## src/rtl/mips16_pkg.sv

```systemverilog
// -----------------------------------------------------------------------------
// mips16_pkg
//   Shared constants and types for the 16-bit pipelined MIPS front end.
//   Contents:
//     PC_W / INSTR_W          datapath widths
//     RESET_PC_DEFAULT        PC loaded on reset
//     NOP_INSTR               bubble word injected on flush/boot/halt
//     HALT_OPCODE             opcode value that halts fetch
//     OPC_MSB / OPC_LSB       opcode field slice within an instruction
//     fetch_state_e           fetch FSM encoding (BOOT/RUN/HALT)
// -----------------------------------------------------------------------------
package mips16_pkg;

    localparam int PC_W    = 16;
    localparam int INSTR_W = 16;

    localparam logic [PC_W-1:0]    RESET_PC_DEFAULT = 16'h0000;
    localparam logic [INSTR_W-1:0] NOP_INSTR        = 16'h0000;
    localparam logic [3:0]         HALT_OPCODE      = 4'hF;

    localparam int OPC_MSB = 15;
    localparam int OPC_LSB = 12;

    typedef enum logic [1:0] {
        FS_BOOT = 2'd0,
        FS_RUN  = 2'd1,
        FS_HALT = 2'd2
    } fetch_state_e;

endpackage

```

## src/rtl/if_perf_counters.sv

```systemverilog
// -----------------------------------------------------------------------------
// if_perf_counters
//   Three 16-bit saturating event counters for the fetch stage. Each counter
//   increments by one on every clock where its strobe is high and sticks at
//   16'hFFFF. Synchronous active-high reset clears all three.
//   Ports:
//     clk, rst          clock, synchronous active-high reset
//     fetch_ev          1 = normal (or halt-detect) fetch this cycle
//     stall_ev          1 = stalled RUN cycle
//     redirect_ev       1 = redirect taken this cycle
//     fetch_cnt         fetch event count
//     stall_cnt         stall event count
//     redirect_cnt      redirect event count
// -----------------------------------------------------------------------------
module if_perf_counters (
    input  logic        clk,
    input  logic        rst,
    input  logic        fetch_ev,
    input  logic        stall_ev,
    input  logic        redirect_ev,
    output logic [15:0] fetch_cnt,
    output logic [15:0] stall_cnt,
    output logic [15:0] redirect_cnt
);

    always_ff @(posedge clk) begin
        if (rst) begin
            fetch_cnt    <= 16'h0000;
            stall_cnt    <= 16'h0000;
            redirect_cnt <= 16'h0000;
        end else begin
            if (fetch_ev && (fetch_cnt != 16'hFFFF))
                fetch_cnt <= fetch_cnt + 16'd1;
            if (stall_ev && (stall_cnt != 16'hFFFF))
                stall_cnt <= stall_cnt + 16'd1;
            if (redirect_ev && (redirect_cnt != 16'hFFFF))
                redirect_cnt <= redirect_cnt + 16'd1;
        end
    end

endmodule

```

## src/rtl/if_fetch_stage.sv

```systemverilog
// -----------------------------------------------------------------------------
// if_fetch_stage
//   Instruction-fetch stage of the 16-bit pipelined MIPS. Owns the PC, drives
//   the async-read instruction memory and feeds the IF/ID register.
//   Optional feature macro: IF_PERF_CNT_EN (adds fetch/stall/redirect counters).
//   Ports:
//     clk, rst          clock, synchronous active-high reset
//     stall             hazard hold: freeze PC, IF/ID not loaded
//     redirect_valid    taken branch/jump from ID; wins over stall
//     redirect_target   new PC (bit0 forced to 0)
//     imem_addr         instruction memory address (= pc)
//     imem_rdata        instruction memory data, combinational from imem_addr
//     instruction       to IF/ID instruction
//     pc_plus_2         to IF/ID pc_plus_2 (pc+2, wraps at 16 bits)
//     if_id_en          to IF/ID load enable
//     halted            1 while in HALT
//     fetch_cnt, stall_cnt, redirect_cnt  (IF_PERF_CNT_EN only)
//   Handshake: there is no valid/ready pair here; if_id_en is the only flow
//   control, and it is low only on a stalled RUN cycle.
// -----------------------------------------------------------------------------
module if_fetch_stage
    import mips16_pkg::*;
#(
    parameter logic [15:0] RESET_PC    = RESET_PC_DEFAULT,
    parameter logic [3:0]  HALT_OPC    = HALT_OPCODE,
    parameter logic [15:0] NOP_WORD    = NOP_INSTR
) (
    input  logic        clk,
    input  logic        rst,
    input  logic        stall,
    input  logic        redirect_valid,
    input  logic [15:0] redirect_target,
    output logic [15:0] imem_addr,
    input  logic [15:0] imem_rdata,
    output logic [15:0] instruction,
    output logic [15:0] pc_plus_2,
    output logic        if_id_en,
`ifdef IF_PERF_CNT_EN
    output logic [15:0] fetch_cnt,
    output logic [15:0] stall_cnt,
    output logic [15:0] redirect_cnt,
`endif
    output logic        halted
);

    fetch_state_e state_q, state_d;
    logic [15:0]  pc_q, pc_d;
    logic         is_halt_op;

    assign is_halt_op = (imem_rdata[OPC_MSB:OPC_LSB] == HALT_OPC);

    always_ff @(posedge clk) begin
        if (rst) begin
            state_q <= FS_BOOT;
            pc_q    <= RESET_PC;
        end else begin
            state_q <= state_d;
            pc_q    <= pc_d;
        end
    end

    always_comb begin
        state_d     = state_q;
        pc_d        = pc_q;
        instruction = NOP_WORD;
        if_id_en    = 1'b1;
        case (state_q)
            FS_BOOT: begin
                state_d = FS_RUN;
            end
            FS_RUN: begin
                if (redirect_valid) begin
                    // The word at the old PC is wrong-path: send a bubble instead.
                    pc_d = redirect_target & ~16'h0001;
                end else if (stall) begin
                    if_id_en    = 1'b0;
                    instruction = imem_rdata;
                end else if (is_halt_op) begin
                    // The halt word itself still goes down the pipe once.
                    instruction = imem_rdata;
                    state_d     = FS_HALT;
                end else begin
                    instruction = imem_rdata;
                    pc_d        = pc_q + 16'd2;
                end
            end
            FS_HALT: begin
                // Sticky until reset; keep draining bubbles.
            end
            default: begin
                state_d = FS_BOOT;
            end
        endcase
    end

    assign imem_addr = pc_q;
    assign pc_plus_2 = pc_q + 16'd2;
    assign halted    = (state_q == FS_HALT);

`ifdef IF_PERF_CNT_EN
    logic ev_fetch, ev_stall, ev_redirect;
    logic in_run;

    assign in_run      = (state_q == FS_RUN);
    assign ev_redirect = in_run && redirect_valid;
    assign ev_stall    = in_run && !redirect_valid && stall;
    assign ev_fetch    = in_run && !redirect_valid && !stall;

    if_perf_counters u_perf (
        .clk          (clk),
        .rst          (rst),
        .fetch_ev     (ev_fetch),
        .stall_ev     (ev_stall),
        .redirect_ev  (ev_redirect),
        .fetch_cnt    (fetch_cnt),
        .stall_cnt    (stall_cnt),
        .redirect_cnt (redirect_cnt)
    );
`endif

endmodule
```

## config.mk

```make
export PLATFORM = sky130hd
export DESIGN_NAME = if_fetch_stage
export DESIGN_NICKNAME = d
export VERILOG_FILES = /design/src/rtl/mips16_pkg.sv /design/src/rtl/if_perf_counters.sv /design/src/rtl/if_fetch_stage.sv
export SDC_FILE = /design/constraint.sdc
export NUM_CORES = 1
export LEC_CHECK = 0
export CAP_MARGIN = 20
export CORE_UTILIZATION = 40
export CTS_CLUSTER_DIAMETER = 30
export DETAILED_ROUTE_END_ITERATION = 8
export GPL_TIMING_DRIVEN = 0
export HOLD_SLACK_MARGIN = 0.02
export PLACE_DENSITY = 0.95
export SYNTH_ARGS = -nofsm -noshare
export SYNTH_HDL_FRONTEND = slang
export SYNTH_SLANG_ARGS = --single-unit
```

## constraint.sdc

```tcl
create_clock -name clk -period 4.95 [get_ports clk]
set_input_delay 0.7425 -clock clk [delete_from_list [all_inputs] [get_ports clk]]
set_output_delay 0.7425 -clock clk [all_outputs]
set_load 0.05 [all_outputs]
```

==> metrics.txt, run 1 <==
# TYPE chip_impl_metric gauge
chip_impl_info{name="standard_cell_with_the_maximum_stage_delay_on_the_critical_path",value="sky130_fd_sc_hd__clkdlybuf4s50_1"} 1
chip_impl_metric{name="layout-drive-gt1-share",unit="%"} 12.0
chip_impl_metric{name="ys_async_sr_fraction",unit="%"} 0
chip_impl_metric{name="antenna_found_initial",unit=""} 0
chip_impl_metric{name="ys_ff_latch",unit=""} 17
chip_impl_metric{name="fin_total_pwr",unit="mW"} 0.468
chip_impl_metric{name="timing.max_slew.rel_slack",unit="%"} 62.1
chip_impl_metric{name="clock_tree.htree_level_count",unit=""} 1
chip_impl_metric{name="postSynthCellCount",unit=""} 179
chip_impl_metric{name="finalSetupViolations",unit=""} 0
chip_impl_metric{name="dp_hpwl",unit="um"} 3570
chip_impl_metric{name="clock_latency",unit="ps"} 310
chip_impl_metric{name="timing.setup.tns",unit="ps"} 0
chip_impl_metric{name="dr_wl_met3",unit="um"} 296
chip_impl_info{name="rsz_0062_raised_after_global_routing",value="false"} 1
chip_impl_metric{name="route.antenna.remaining_nets",unit=""} 0
chip_impl_metric{name="layout_setup_ws",unit="ps"} 1250
chip_impl_metric{name="drcViolationCount",unit=""} 0
chip_impl_metric{name="number_of_global_route_vias_before_repair",unit=""} 1602
chip_impl_info{name="worst_setup_path_start_kind",value="primary input"} 1
chip_impl_metric{name="floorplan.io_pins",unit=""} 86
chip_impl_info{name="tritoncts",value="done"} 1
chip_impl_metric{name="fin_crit_sh",unit="%"} 74.8
chip_impl_metric{name="grt_first_pass_wirelength",unit="um"} 6980
chip_impl_metric{name="syn_area",unit="sq mm"} 0.00142
chip_impl_metric{name="critPathArrivalTime",unit="ps"} 2960
chip_impl_metric{name="dr_wl_met2",unit="um"} 2280
chip_impl_info{name="outcome",value="finished clean"} 1
chip_impl_metric{name="core_area",unit="sq mm"} 0.00336
chip_impl_metric{name="post-place-cells",unit=""} 308
chip_impl_metric{name="drt-initial-drc-count",unit=""} 53
chip_impl_metric{name="avgRoutedWirePerCell",unit="um"} 14.7
chip_impl_metric{name="cts.reportedPaths.clkPinSlew",unit="ps"} 100
chip_impl_metric{name="routedLengthMet1",unit="um"} 1900
chip_impl_metric{name="syn_area_per_cell",unit="sq um"} 7.95
chip_impl_metric{name="clockBufferDepth",unit=""} 2
chip_impl_metric{name="filler_cell_count",unit=""} 305
chip_impl_metric{name="route.detailed.vias_per_inst",unit=""} 5.52
chip_impl_metric{name="cp.required",unit="ps"} 4210
chip_impl_metric{name="firstDrtPassIters",unit=""} 4
chip_impl_metric{name="drt_total_wl",unit="um"} 4570
chip_impl_info{name="critPathCaptureType",value="primary output"} 1
chip_impl_metric{name="num-nets-final",unit=""} 304
chip_impl_metric{name="placementRows",unit=""} 21
chip_impl_info{name="mostFrequentLayoutCell",value="sky130_fd_sc_hd__clkdlybuf4s50_1"} 1
chip_impl_info{name="top_layer_used",value="met4"} 1
chip_impl_metric{name="timing.final.hold_violations",unit=""} 0
chip_impl_info{name="cell_chain_critical_path",value="clkdlybuf4s50_1 -> buf_2 -> nor2_1 -> clkbuf_1 -> and2_1 -> clkdlybuf4s50_1"} 1
chip_impl_metric{name="r2r.worst_path.cells",unit=""} 5
chip_impl_metric{name="finalCriticalPeriod",unit="ps"} 3700
chip_impl_metric{name="final_max_slew_viol_count",unit=""} 0
chip_impl_metric{name="die_x",unit="um"} 61.6
chip_impl_metric{name="worst-path-max-fanout",unit=""} 10
chip_impl_info{name="crit_path_frequent_cell",value="sky130_fd_sc_hd__clkdlybuf4s50_1"} 1
chip_impl_metric{name="worst_slew_pin_slew",unit="ps"} 568
chip_impl_metric{name="max_stage_delay",unit="ps"} 800
chip_impl_metric{name="syn2layout_area_growth",unit="%"} 63.9
chip_impl_metric{name="synth.yosys.seq_area_share",unit="%"} 23.9
chip_impl_metric{name="globalRoute.totalOverflow",unit=""} 0
chip_impl_info{name="layout.cells.most_common_list",value="sky130_fd_sc_hd__clkdlybuf4s50_1 (82), sky130_fd_sc_hd__nand2_1 (18), sky130_fd_sc_hd__and2_1 (17), sky130_fd_sc_hd__dfxtp_1 (17), sky130_fd_sc_hd__a21oi_1 (10)"} 1
chip_impl_info{name="ys.flop_type",value="sky130_fd_sc_hd__dfxtp_1"} 1
chip_impl_info{name="clock_root_buffer",value="sky130_fd_sc_hd__clkbuf_4"} 1
chip_impl_metric{name="fp.dieH",unit="um"} 61.6
chip_impl_metric{name="power.ir.vdd_worst",unit="mV"} 0.147
chip_impl_metric{name="global_route_usage_sum",unit="%"} 24.9
chip_impl_info{name="kind_of_critical_path",value="primary input to primary output"} 1
chip_impl_metric{name="post_cts_resized",unit=""} 0
chip_impl_metric{name="number_of_unique_standard_cell_types_used_by_synthesis",unit=""} 57
chip_impl_metric{name="synth-edff-count",unit=""} 0
chip_impl_metric{name="fmax",unit="MHz"} 270
chip_impl_metric{name="diodes_inserted",unit=""} 0
chip_impl_metric{name="layout.area.seq",unit="sq um"} 340
chip_impl_metric{name="dieArea",unit="sq mm"} 0.00380
chip_impl_metric{name="power_density",unit="mW/mm^2"} 201
chip_impl_metric{name="yosys_warnings",unit=""} 0
chip_impl_metric{name="power_leakage",unit="nW"} 0.840
chip_impl_metric{name="postCtsSetupRepairBufs",unit=""} 0
chip_impl_metric{name="grt_start_max_net_pins",unit=""} 11
chip_impl_metric{name="cts_sinks",unit=""} 17
chip_impl_metric{name="dr_total_vias",unit=""} 1721
chip_impl_metric{name="inserted_clock_buffers",unit=""} 3
chip_impl_metric{name="io_buffer_count",unit=""} 82
chip_impl_metric{name="post_cts_hold_buffer_count",unit=""} 0
chip_impl_metric{name="finalNonFillerCells",unit=""} 312
chip_impl_metric{name="routabilityCongestion",unit=""} 0.839
chip_impl_info{name="timing.hold.worst.class",value="register to register"} 1
chip_impl_metric{name="floorplan.initialDensity",unit="%"} 42.3
chip_impl_metric{name="preCtsSetupSlack",unit="ps"} 1240
chip_impl_metric{name="fin_worst_skew",unit="ps"} 4.35
chip_impl_metric{name="max-cap-violations",unit=""} 0
chip_impl_metric{name="min_delay_path_depth",unit=""} 2
chip_impl_metric{name="timing.hold.ws",unit="ps"} 565
chip_impl_metric{name="multi_input_comb_area",unit="sq um"} 995
[power breakdown]
| part | switching (mW) | internal (mW) |
|---|---|---|
| Sequential | 0.0128 | 0.146 |
| Combinational | 0.139 | 0.0903 |
| Clock | 0.0481 | 0.0315 |
| Total | 0.200 | 0.268 |
[routing by layer]
layer / vias to the layer above / track usage, %
met2: 75 / 44.9
met4: 0 / 11.7
li1: 827 / -
met3: 9 / 2.73
met5: - / 0
met1: 810 / 29.4
[cell type report]
type | instances | share of cell area (%)
Multi-Input combinational cell | 145 | 42.7
Timing Repair Buffer | 82 | 35.2
Tap cell | 46 | 2.47
Buffer | 14 | 3.27
Sequential cell | 17 | 14.6
Inverter | 4 | 0.644
Clock buffer | 4 | 1.13
[worst max-delay path: cells and delay by family]
family,cells,cell delay (ps)
buffers and inverters,4,1710
and+or+nand+nor,2,500
[Yosys cell counts (3+ instances only)]
master | instances | share of area, %
sky130_fd_sc_hd__nand2_1 | 18 | 4.7
sky130_fd_sc_hd__nand2b_1 | 4 | 1.8
sky130_fd_sc_hd__xnor2_1 | 7 | 4.3
sky130_fd_sc_hd__a31o_2 | 4 | 2.5
sky130_fd_sc_hd__nor3_1 | 3 | 1.1
sky130_fd_sc_hd__inv_1 | 4 | 1.1
sky130_fd_sc_hd__o21ai_0 | 7 | 2.5
sky130_fd_sc_hd__and2_1 | 17 | 7.5
sky130_fd_sc_hd__xor2_1 | 4 | 2.5
sky130_fd_sc_hd__nand4_1 | 3 | 1.3
sky130_fd_sc_hd__dfxtp_1 | 17 | 24
sky130_fd_sc_hd__nand3_1 | 9 | 3.2
sky130_fd_sc_hd__nor4_2 | 3 | 2.6
sky130_fd_sc_hd__nor4b_1 | 3 | 1.8
sky130_fd_sc_hd__a21oi_1 | 10 | 3.5
sky130_fd_sc_hd__buf_1 | 4 | 1.1
sky130_fd_sc_hd__buf_4 | 3 | 1.6
sky130_fd_sc_hd__nor2_1 | 9 | 2.4
[worst paths after layout]
kind,end,slack (ps),from
hold reg to reg,imem_addr[7],560,imem_addr[7]
setup reg to reg,imem_addr[13],3150,imem_addr[2]
setup / recovery,instruction[10],1250,redirect_valid
hold / removal,imem_addr[7],560,imem_addr[7]
[per-stage QoR]
stage	instance area, sq um	utilization [%]
2_1_floorplan	1430	-
3_3_place_gp	2300	68.5
3_5_place_dp	2300	68.5
4_1_cts	2330	69.3
5_1_grt	2330	69.3
6_report	2330	69.3
[cells by family (layout without fill, tap and decap cells)]
logic type	count (synthesis)	in the layout	synth area share [%]
xor+xnor	11	11	6.77
compound gates	44	44	23.7
flops	17	17	23.9
fa+ha+maj	1	1	0.879
other cells	1	2	0.264
buf+inv	18	104	6.42
mux	1	1	0.704
simple gates	86	86	37.4
[sequential cells by signal (all words and copies together) (netlist names)]
name and count:
imem_addr 15, state_q 2
(Power assumes the default switching activity.)
==> inputs of run 2 (changes only) <==
--- a/config.mk
+++ b/config.mk
@@ -6,12 +6,12 @@
 export NUM_CORES = 1
 export LEC_CHECK = 0
 export CAP_MARGIN = 20
-export CORE_UTILIZATION = 40
+export CORE_UTILIZATION = 34
 export CTS_CLUSTER_DIAMETER = 30
 export DETAILED_ROUTE_END_ITERATION = 8
 export GPL_TIMING_DRIVEN = 0
 export HOLD_SLACK_MARGIN = 0.02
-export PLACE_DENSITY = 0.95
+export PLACE_DENSITY = 0.88
 export SYNTH_ARGS = -nofsm -noshare
 export SYNTH_HDL_FRONTEND = slang
 export SYNTH_SLANG_ARGS = --single-unit
==> constraint.sdc (replaced) <==
create_clock -name clk -period 3.3 [get_ports clk]
set_input_delay 0.495 -clock clk [delete_from_list [all_inputs] [get_ports clk]]
set_output_delay 0.495 -clock clk [all_outputs]
set_load 0.05 [all_outputs]
==> metrics.txt, run 2 (synthesized netlist as in run 1, its figures left out) <==
# TYPE chip_impl_metric gauge
chip_impl_info{name="timing.hold.worst.class",value="register to register"} 1
chip_impl_metric{name="dr_total_vias",unit=""} 1665
chip_impl_metric{name="syn2layout_area_growth",unit="%"} 66.8
chip_impl_metric{name="firstDrtPassIters",unit=""} 4
chip_impl_metric{name="clockBufferDepth",unit=""} 2
chip_impl_metric{name="globalRoute.totalOverflow",unit=""} 0
chip_impl_metric{name="inserted_clock_buffers",unit=""} 3
chip_impl_info{name="standard_cell_with_the_maximum_stage_delay_on_the_critical_path",value="sky130_fd_sc_hd__clkdlybuf4s50_1"} 1
chip_impl_metric{name="critPathArrivalTime",unit="ps"} 2700
chip_impl_metric{name="drt_total_wl",unit="um"} 4440
chip_impl_metric{name="dieArea",unit="sq mm"} 0.00445
chip_impl_metric{name="layout-drive-gt1-share",unit="%"} 12.0
chip_impl_info{name="r2r_end",value="imem_addr[13]"} 1
chip_impl_info{name="critPathCaptureType",value="primary output"} 1
chip_impl_metric{name="diodes_inserted",unit=""} 0
chip_impl_metric{name="power.ir.vdd_worst",unit="mV"} 0.203
chip_impl_metric{name="fin_worst_skew",unit="ps"} 3.37
chip_impl_metric{name="min_delay_path_depth",unit=""} 1
chip_impl_metric{name="r2r.worst_path.cells",unit=""} 5
chip_impl_metric{name="r2r_slack",unit="ps"} 1470
chip_impl_metric{name="core_area",unit="sq mm"} 0.00400
chip_impl_metric{name="max_stage_delay",unit="ps"} 820
chip_impl_metric{name="number_of_global_route_vias_before_repair",unit=""} 1505
chip_impl_metric{name="floorplan.io_pins",unit=""} 86
chip_impl_metric{name="dp_hpwl",unit="um"} 3460
chip_impl_metric{name="antenna_found_initial",unit=""} 0
chip_impl_metric{name="num-nets-final",unit=""} 304
chip_impl_metric{name="filler_cell_count",unit=""} 365
chip_impl_metric{name="timing.max_slew.rel_slack",unit="%"} 63.5
chip_impl_metric{name="route.detailed.vias_per_inst",unit=""} 5.27
chip_impl_metric{name="timing.final.hold_violations",unit=""} 0
chip_impl_metric{name="avgRoutedWirePerCell",unit="um"} 14.1
chip_impl_metric{name="clock_tree.htree_level_count",unit=""} 1
chip_impl_info{name="clock_root_buffer",value="sky130_fd_sc_hd__clkbuf_8"} 1
chip_impl_metric{name="clock_latency",unit="ps"} 250
chip_impl_info{name="mostFrequentLayoutCell",value="sky130_fd_sc_hd__clkdlybuf4s50_1"} 1
chip_impl_metric{name="timing.hold.ws",unit="ps"} 542
chip_impl_metric{name="cp_num_buf_inv",unit=""} 1
chip_impl_metric{name="power_density",unit="mW/mm^2"} 312
chip_impl_metric{name="global_route_usage_sum",unit="%"} 19.9
chip_impl_metric{name="drcViolationCount",unit=""} 0
chip_impl_metric{name="cp.required",unit="ps"} 2800
chip_impl_metric{name="cts_sinks",unit=""} 17
chip_impl_info{name="cell_chain_critical_path",value="ha_1 -> nand2_1 -> or4_4 -> xnor2_1 -> clkdlybuf4s50_1"} 1
chip_impl_info{name="tritoncts",value="done"} 1
chip_impl_metric{name="placementRows",unit=""} 23
chip_impl_metric{name="worst-path-max-fanout",unit=""} 6
chip_impl_info{name="outcome",value="finished clean"} 1
chip_impl_metric{name="layout_setup_ws",unit="ps"} 106
chip_impl_metric{name="finalSetupViolations",unit=""} 0
chip_impl_info{name="kind_of_critical_path",value="register to primary output"} 1
chip_impl_metric{name="routabilityCongestion",unit=""} 0.854
chip_impl_metric{name="largest_reg_flops",unit=""} 15
chip_impl_metric{name="io_buffer_count",unit=""} 82
chip_impl_metric{name="postCtsSetupRepairBufs",unit=""} 0
chip_impl_metric{name="die_x",unit="um"} 66.7
chip_impl_metric{name="preCtsSetupSlack",unit="ps"} 99.3
chip_impl_metric{name="fmax",unit="MHz"} 313
chip_impl_info{name="worst_hold_path.endpoint",value="state_q[0]"} 1
chip_impl_metric{name="worst_slew_pin_slew",unit="ps"} 547
chip_impl_metric{name="post-place-cells",unit=""} 312
chip_impl_metric{name="max-cap-violations",unit=""} 0
chip_impl_info{name="layout.cells.most_common_list",value="sky130_fd_sc_hd__clkdlybuf4s50_1 (75), sky130_fd_sc_hd__nand2_1 (18), sky130_fd_sc_hd__and2_1 (17), sky130_fd_sc_hd__dfxtp_1 (17), sky130_fd_sc_hd__a21oi_1 (10)"} 1
chip_impl_metric{name="fp.dieH",unit="um"} 66.7
chip_impl_metric{name="final_max_slew_viol_count",unit=""} 0
chip_impl_metric{name="cts.reportedPaths.clkPinSlew",unit="ps"} 70
chip_impl_metric{name="drt-initial-drc-count",unit=""} 73
chip_impl_metric{name="floorplan.initialDensity",unit="%"} 35.6
chip_impl_info{name="worst_setup_path_start_kind",value="register"} 1
chip_impl_info{name="crit_family",value="buffers and inverters"} 1
chip_impl_metric{name="finalCriticalPeriod",unit="ps"} 3190
chip_impl_info{name="worst_hold_startpoint",value="state_q[1]"} 1
chip_impl_metric{name="grt_first_pass_wirelength",unit="um"} 6820
chip_impl_metric{name="fin_crit_sh",unit="%"} 96.8
chip_impl_metric{name="fin_total_pwr",unit="mW"} 0.740
chip_impl_metric{name="power_leakage",unit="nW"} 0.962
chip_impl_info{name="crit-reg2reg-launch",value="imem_addr[1]"} 1
chip_impl_metric{name="grt_start_max_net_pins",unit=""} 11
chip_impl_metric{name="finalNonFillerCells",unit=""} 316
chip_impl_metric{name="route.antenna.remaining_nets",unit=""} 0
==> run 2: cell types whose count changed in the layout (fill, tap and decap cells not counted), sizes merged <==
cell	delta
clkdlybuf4s50	-7
dlymetal6s2s	+7
==> run 2: final cells by class <==
type / count / area [sq um] / share of cell area [%]
plain buffers: 14 / 76.3 / 3.22
well taps: 50 / 62.6 / 2.64
multi-input cells: 145 / 995 / 41.9
repair buffers: 82 / 838 / 35.3
clock buffers: 4 / 45.0 / 1.90
flip-flops and latches: 17 / 340 / 14.3
inverters: 4 / 15.0 / 0.633
==> run 2: report_power, final <==
group | total [mW] | switching (mW) | internal, mW
Clock | 0.161 | 0.0750 | 0.0857
Combinational | 0.342 | 0.207 | 0.135
Sequential | 0.237 | 0.0187 | 0.219
Total | 0.740 | 0.301 | 0.439
==> run 2: how the worst max path moves through the flow <==
stage | cells after the start | startpoint | slack (ps) | endpoint
global placement | 6 | redirect_valid | 130 | instruction[14]
CTS | 5 | imem_addr[1] | 100 | pc_plus_2[11]
floorplan | 4 | imem_addr[2] | 300 | pc_plus_2[11]
detailed placement | 6 | redirect_valid | 100 | instruction[7]
finish | 5 | imem_addr[1] | 110 | pc_plus_2[11]
global route | 6 | redirect_valid | -30 | instruction[12]
==> run 2: per-layer routing <==
metal	up-vias	share of wire [%]	track usage, %
li1	826	-	-
met1	746	43	24.2
met2	86	46	34.5
met3	7	9.7	3.94
met4	0	1.0	6.91
met5	-	0	0
==> run 2: worst reg2reg max path, stage by stage, from the launching register on <==
cell,delay (ps)
sky130_fd_sc_hd__dfxtp_1,410
sky130_fd_sc_hd__ha_1,320
sky130_fd_sc_hd__nand2_1,170
sky130_fd_sc_hd__nor4_2,480
sky130_fd_sc_hd__a22oi_1,140
sky130_fd_sc_hd__o311ai_2,230
==> run 2: metrics by stage <==
stage                     instance area, sq um  TNS (ps)  util [%]
after floorplan                           1430         0         -
after global placement                    2310         0      57.7
after detailed placement                  2310         0      57.7
after CTS                                 2350         0      58.9
after global routing                      2370     -45.5      59.3
final                                     2370         0      59.3
==> run 2: timing repair <==
action | in CTS | in global routing
setup endpoints to repair | 0 | 7
hold buffers | 0 | 0
resized for setup | 0 | 7
==> inputs of run 3 (changes only) <==
--- a/config.mk
+++ b/config.mk
@@ -6,9 +6,11 @@
 export NUM_CORES = 1
 export LEC_CHECK = 0
 export CAP_MARGIN = 20
+export CORE_MARGIN = 4
 export CORE_UTILIZATION = 34
 export CTS_CLUSTER_DIAMETER = 30
 export DETAILED_ROUTE_END_ITERATION = 8
+export GPL_ROUTABILITY_DRIVEN = 0
 export GPL_TIMING_DRIVEN = 0
 export HOLD_SLACK_MARGIN = 0.02
 export PLACE_DENSITY = 0.88
==> metrics.txt, run 3 (synthesized netlist as in run 1, its figures left out) <==
# TYPE chip_impl_metric gauge
chip_impl_info{name="outcome",value="finished clean"} 1
chip_impl_metric{name="max_stage_delay",unit="ps"} 810
chip_impl_metric{name="fmax",unit="MHz"} 327
chip_impl_metric{name="cts.reportedPaths.clkPinSlew",unit="ps"} 70
chip_impl_metric{name="die_x",unit="um"} 72.7
chip_impl_metric{name="power.ir.vdd_worst",unit="mV"} 0.250
chip_impl_metric{name="postCtsSetupRepairBufs",unit=""} 0
chip_impl_metric{name="worst-path-max-fanout",unit=""} 6
chip_impl_metric{name="num-nets-final",unit=""} 304
chip_impl_metric{name="drt-initial-drc-count",unit=""} 167
chip_impl_info{name="tritoncts",value="done"} 1
chip_impl_metric{name="finalSetupViolations",unit=""} 0
chip_impl_metric{name="detailed_place.area",unit="sq mm"} 0.00231
chip_impl_info{name="standard_cell_with_the_maximum_stage_delay_on_the_critical_path",value="sky130_fd_sc_hd__clkdlybuf4s50_1"} 1
chip_impl_metric{name="worst_slew_pin_slew",unit="ps"} 538
chip_impl_metric{name="stdcell_area",unit="sq mm"} 0.00238
chip_impl_metric{name="drt_total_wl",unit="um"} 4620
chip_impl_metric{name="cts_sinks",unit=""} 17
chip_impl_metric{name="post_cts_resized",unit=""} 0
chip_impl_info{name="cell_chain_critical_path",value="ha_1 -> nand2_1 -> nor4_2 -> xor2_1 -> clkdlybuf4s50_1"} 1
chip_impl_metric{name="clock_tree.htree_level_count",unit=""} 1
chip_impl_metric{name="grt_first_pass_wirelength",unit="um"} 7590
chip_impl_metric{name="finalNonFillerCells",unit=""} 316
chip_impl_metric{name="power_leakage",unit="nW"} 1.01
chip_impl_metric{name="number_of_global_route_vias_before_repair",unit=""} 1620
chip_impl_metric{name="fin_crit_sh",unit="%"} 92.6
chip_impl_metric{name="floorplan.io_pins",unit=""} 86
chip_impl_metric{name="max-cap-violations",unit=""} 0
chip_impl_metric{name="dp_hpwl",unit="um"} 3600
chip_impl_metric{name="drcViolationCount",unit=""} 0
chip_impl_metric{name="placementRows",unit=""} 23
chip_impl_metric{name="globalRoute.totalOverflow",unit=""} 0
chip_impl_metric{name="antenna_found_initial",unit=""} 0
chip_impl_metric{name="avgRoutedWirePerCell",unit="um"} 14.6
chip_impl_metric{name="dieArea",unit="sq mm"} 0.00528
chip_impl_metric{name="post_cts_hold_buffer_count",unit=""} 0
chip_impl_metric{name="fp.dieH",unit="um"} 72.7
chip_impl_metric{name="clockBufferDepth",unit=""} 2
chip_impl_metric{name="route.detailed.vias_per_inst",unit=""} 5.41
chip_impl_metric{name="floorplan.initialDensity",unit="%"} 35.3
chip_impl_info{name="layout.cells.most_common_list",value="sky130_fd_sc_hd__clkdlybuf4s50_1 (72), sky130_fd_sc_hd__nand2_1 (18), sky130_fd_sc_hd__and2_1 (17), sky130_fd_sc_hd__dfxtp_1 (17)"} 1
chip_impl_info{name="kind_of_critical_path",value="register to primary output"} 1
chip_impl_metric{name="power_density",unit="mW/mm^2"} 312
chip_impl_metric{name="fin_worst_skew",unit="ps"} 2.40
chip_impl_metric{name="core_area",unit="sq mm"} 0.00403
chip_impl_metric{name="io_buffer_count",unit=""} 82
chip_impl_metric{name="firstDrtPassIters",unit=""} 4
chip_impl_metric{name="grt_start_max_net_pins",unit=""} 11
chip_impl_metric{name="final_max_slew_viol_count",unit=""} 0
chip_impl_info{name="clock_root_buffer",value="sky130_fd_sc_hd__clkbuf_8"} 1
chip_impl_info{name="critPathCaptureType",value="primary output"} 1
chip_impl_info{name="timing.hold.worst.class",value="register to register"} 1
chip_impl_info{name="mostFrequentLayoutCell",value="sky130_fd_sc_hd__clkdlybuf4s50_1"} 1
chip_impl_metric{name="timing.max_slew.rel_slack",unit="%"} 64.2
chip_impl_metric{name="timing.final.hold_violations",unit=""} 0
chip_impl_info{name="rsz_0062_raised_after_global_routing",value="false"} 1
chip_impl_metric{name="inserted_clock_buffers",unit=""} 3
chip_impl_metric{name="syn2layout_area_growth",unit="%"} 67.4
chip_impl_metric{name="critPathArrivalTime",unit="ps"} 2560
chip_impl_metric{name="post-place-cells",unit=""} 312
chip_impl_metric{name="cp.required",unit="ps"} 2800
chip_impl_metric{name="global_route_usage_sum",unit="%"} 17.6
chip_impl_info{name="worst_setup_path_start_kind",value="register"} 1
chip_impl_metric{name="finalCriticalPeriod",unit="ps"} 3060
chip_impl_metric{name="layout-drive-gt1-share",unit="%"} 12.4
chip_impl_metric{name="route.antenna.remaining_nets",unit=""} 0
chip_impl_metric{name="timing.hold.ws",unit="ps"} 561
chip_impl_metric{name="dr_total_vias",unit=""} 1709
chip_impl_metric{name="clock_latency",unit="ps"} 260
chip_impl_metric{name="largest_reg_flops",unit=""} 15
chip_impl_metric{name="diodes_inserted",unit=""} 0
chip_impl_metric{name="timing.setup.tns",unit="ps"} 0
==> run 3: cell count changes in the layout (fill, tap and decap cells not counted) <==
cell / previous run / this run
sky130_fd_sc_hd__clkbuf_1: 3 / 2
sky130_fd_sc_hd__clkinv_2: 0 / 1
sky130_fd_sc_hd__clkdlybuf4s50_1: 75 / 72
sky130_fd_sc_hd__dlymetal6s2s_1: 7 / 10
==> run 3: cell type report <==
type                       instances  area (sq um)
tap                               50          62.6
clock inverter                     1          5.00
clock buffer                       3          41.3
fill                             364          1650
multi-input combinational        145           995
sequential                        17           340
buffer                            14          76.3
inverter                           4          15.0
timing repair buffer              82           846
==> run 3: stage by stage <==
step / power [mW] / setup slack [ps] / utilization, %
floorplan: 0.456 / 295 / -
finish: 0.744 / 245 / 59.1
detailed placement: 0.584 / 85.1 / 57.3
CTS: 0.742 / 81.5 / 58.5
global placement: 0.581 / 132 / 57.3
global route: 0.773 / 0.573 / 59.1
==> run 3: worst paths after layout <==
check	start	to	slack (ps)	depth (start not counted)
max	imem_addr[1]	pc_plus_2[13]	240	5
min	imem_addr[7]	imem_addr[7]	560	2
max reg2reg	imem_addr[1]	imem_addr[11]	1520	5
min reg2reg	imem_addr[7]	imem_addr[7]	560	2
==> run 3: power by group <==
group	switching, mW	internal, mW	leakage (nW)	total [mW]
combinational	0.208	0.135	0.848	0.342
clock	0.0796	0.0841	0.0255	0.164
sequential	0.0189	0.218	0.140	0.237
==> run 3: routing by layer <==
| metal | global-route usage, % | up-vias | part of all wire [%] |
|---|---|---|---|
| met5 | 0 | - | 0 |
| met4 | 2.25 | 0 | 0.82 |
| met3 | 5.51 | 8 | 11 |
| met2 | 29.0 | 88 | 45 |
| met1 | 23.2 | 788 | 43 |
| li1 | - | 825 | - |
==> run 3: worst max-delay path, delay by kind of cell (launching register included) <==
family	cells	cell delay [ps]
adders and majority gates	1	320
buffers and inverters	1	810
DFF	1	400
xor gates and xnor gates	1	180
and+or+nand+nor	2	590
==> RTL edit: new RTL, flow settings as in run 2 <==
The 3 states of `fetch_state_e` get a one-hot encoding in 3 bits.
--- a/src/rtl/mips16_pkg.sv
+++ b/src/rtl/mips16_pkg.sv
@@ -23,6 +23,6 @@
 
-    typedef enum logic [1:0] {
-        FS_BOOT = 2'd0,
-        FS_RUN  = 2'd1,
-        FS_HALT = 2'd2
+    typedef enum logic [2:0] {
+        FS_BOOT = 3'b001,
+        FS_RUN  = 3'b010,
+        FS_HALT = 3'b100
     } fetch_state_e;
Behaviour: no difference found for any inputs over 10 cycles, from zero or initial values and one cycle with rst high; not proved beyond that.
==> RTL edit against run 2 <==
Total power down 18%; wire length up 0.99%; setup slack better by 14 ps; synthesized cell count up 0.56%; area after synthesis down 3.6%; cell area down 3.7%; sequential cell count up 1; sequential share of layout area up 1.4 points; critical path type unchanged; largest cell class unchanged.
==> RTL edit: results (changes against run 2) <==
Synthesis
  • Netlist cell types: 43 (-25%)
  • Top cells by area, synth: dfxtp_1 26%, and3_1 9.1%, xnor2_1 4.5%
  • Most frequent cells after synthesis: 20 x and3_1, 18 x dfxtp_1, 16 x nand2_1, 16 x nor2_1, 10 x clkbuf_1
  • Part of the Yosys area used for sequential elements: 26.3% (+2.4 points)

Worst setup path
  • Max FO, Critical Path: 8 (+2)
  • R2R cell count: 6 (+1)
  • Arrival @ worst endpoint: 2680 ps (-20 ps)
  • Crit path from: imem_addr[3]$_SDFFE_PP0P_
  • Flop2flop setup slack: 1200 ps (-270 ps)
  • CP Capture Point: pc_plus_2[12]

Power
  • Sw Share: 34.3% (-6.3 points)
  • Leak: 0.000906 µW (-5.9%)
  • Maximum vdd drop: 0.134 mV (-34%)

GRT
  • Vias in the first global route: 1,531 (+1.7%)
  • Wire length of the first global-routing pass: 7.13 mm (+4.4%)
  • Total track usage: 21.3% (+1.3 points)

Place
  • Post-DP HPWL: 3.46 mm (about the same)
  • Port Buf Inserts: 80 (-2.4%)
  • Gpl congestion: 0.852 (-0.32%)

STA
  • Setup Skew: 2.82 ps (-0.551 ps)

Detailed routing
  • Initial drt markers: 89 (+22%)
  • Via Count: 1,675 (+0.60%)
  • DRT Wirelength: 4.49 mm (+0.99%)

Status
  • Status: finished, final reports clean

Layout
  • Final net count: 303 (-0.33%)
  • Fill cells: 355 (-2.7%)
-- RTL edit: layout make-up --
cell class,count,share of cell area [%]
sequential,18,15.8
buffer,17,3.89
clock buffer,3,1.81
inverter,4,0.658
tap,48,2.63
timing repair buffer,80,35.1
multi-input combinational,142,40.1
-- RTL edit: power groups by stage --
stage / logic (µW) / clock network (µW) / registers, µW
floorplan: 111 / 0 / 261
global placement: 212 / 0 / 245
detailed placement: 216 / 0 / 245
CTS: 216 / 153 / 240
global route: 229 / 163 / 243
finish: 217 / 152 / 240
-- RTL edit: cells by family after synthesis --
| kind of cell | share of synthesized area, % |
|---|---|
| adder cells (fa/ha/maj) | 0.912 |
| other | 0.273 |
| flip-flops | 26.3 |
| buffers and inverters | 7.57 |
| multiplexers | 0.730 |
| XOR/XNOR | 8.94 |
| AO/OA/AOI/OAI | 23.5 |
| AND/OR/NAND/NOR | 31.8 |
-- RTL edit: critical path, cell delays in order, from the launching register on --
cell,delay [ps]
dfxtp_1,320
buf_2,180
nand4_1,200
or2_2,320
clkbuf_1,170
nor2_1,240
xor2_1,180
clkdlybuf4s50_1,820
-- RTL edit: through the flow --
step	instance area [µm²]	utilization (%)	setup slack [ps]	instances
5_1_grt	2280	60.6	8.27	312
6_report	2280	60.6	120	312
3_5_place_dp	2240	59.3	229	309
2_1_floorplan	1380	-	294	181
3_3_place_gp	2240	59.3	232	309
4_1_cts	2280	60.4	26.5	312
-- RTL edit: what timing repair did --
item	CTS	global route
pin swaps	0	0
gates resized for setup	1	2
endpoints found under the setup margin	1	10
hold buffers	0	0
-- RTL edit: per-layer routing --
layer  vias to the layer above  global-route usage (%)  part of all wire [%]
met2                        60                    37.9                    49
met5                         -                       0                     0
met4                         0                    4.08                  0.65
met3                         5                    2.60                   5.7
li1                        822                       -                     -
met1                       788                    27.3                    45
-- RTL edit: how the worst min path moves through the flow --
stage	depth (start not counted)	slack [ps]	endpoint	start
final	2	500	imem_addr[7]$_SDFFE_PP0P_	imem_addr[7]$_SDFFE_PP0P_
after global routing	2	550	imem_addr[7]$_SDFFE_PP0P_	imem_addr[7]$_SDFFE_PP0P_
after CTS	2	510	imem_addr[7]$_SDFFE_PP0P_	imem_addr[7]$_SDFFE_PP0P_
after detailed placement	2	500	imem_addr[7]$_SDFFE_PP0P_	imem_addr[7]$_SDFFE_PP0P_
after global placement	2	490	imem_addr[7]$_SDFFE_PP0P_	imem_addr[7]$_SDFFE_PP0P_
after floorplan	1	510	state_q[1]$_SDFFE_PP0P_	state_q[2]$_SDFFE_PP0P_
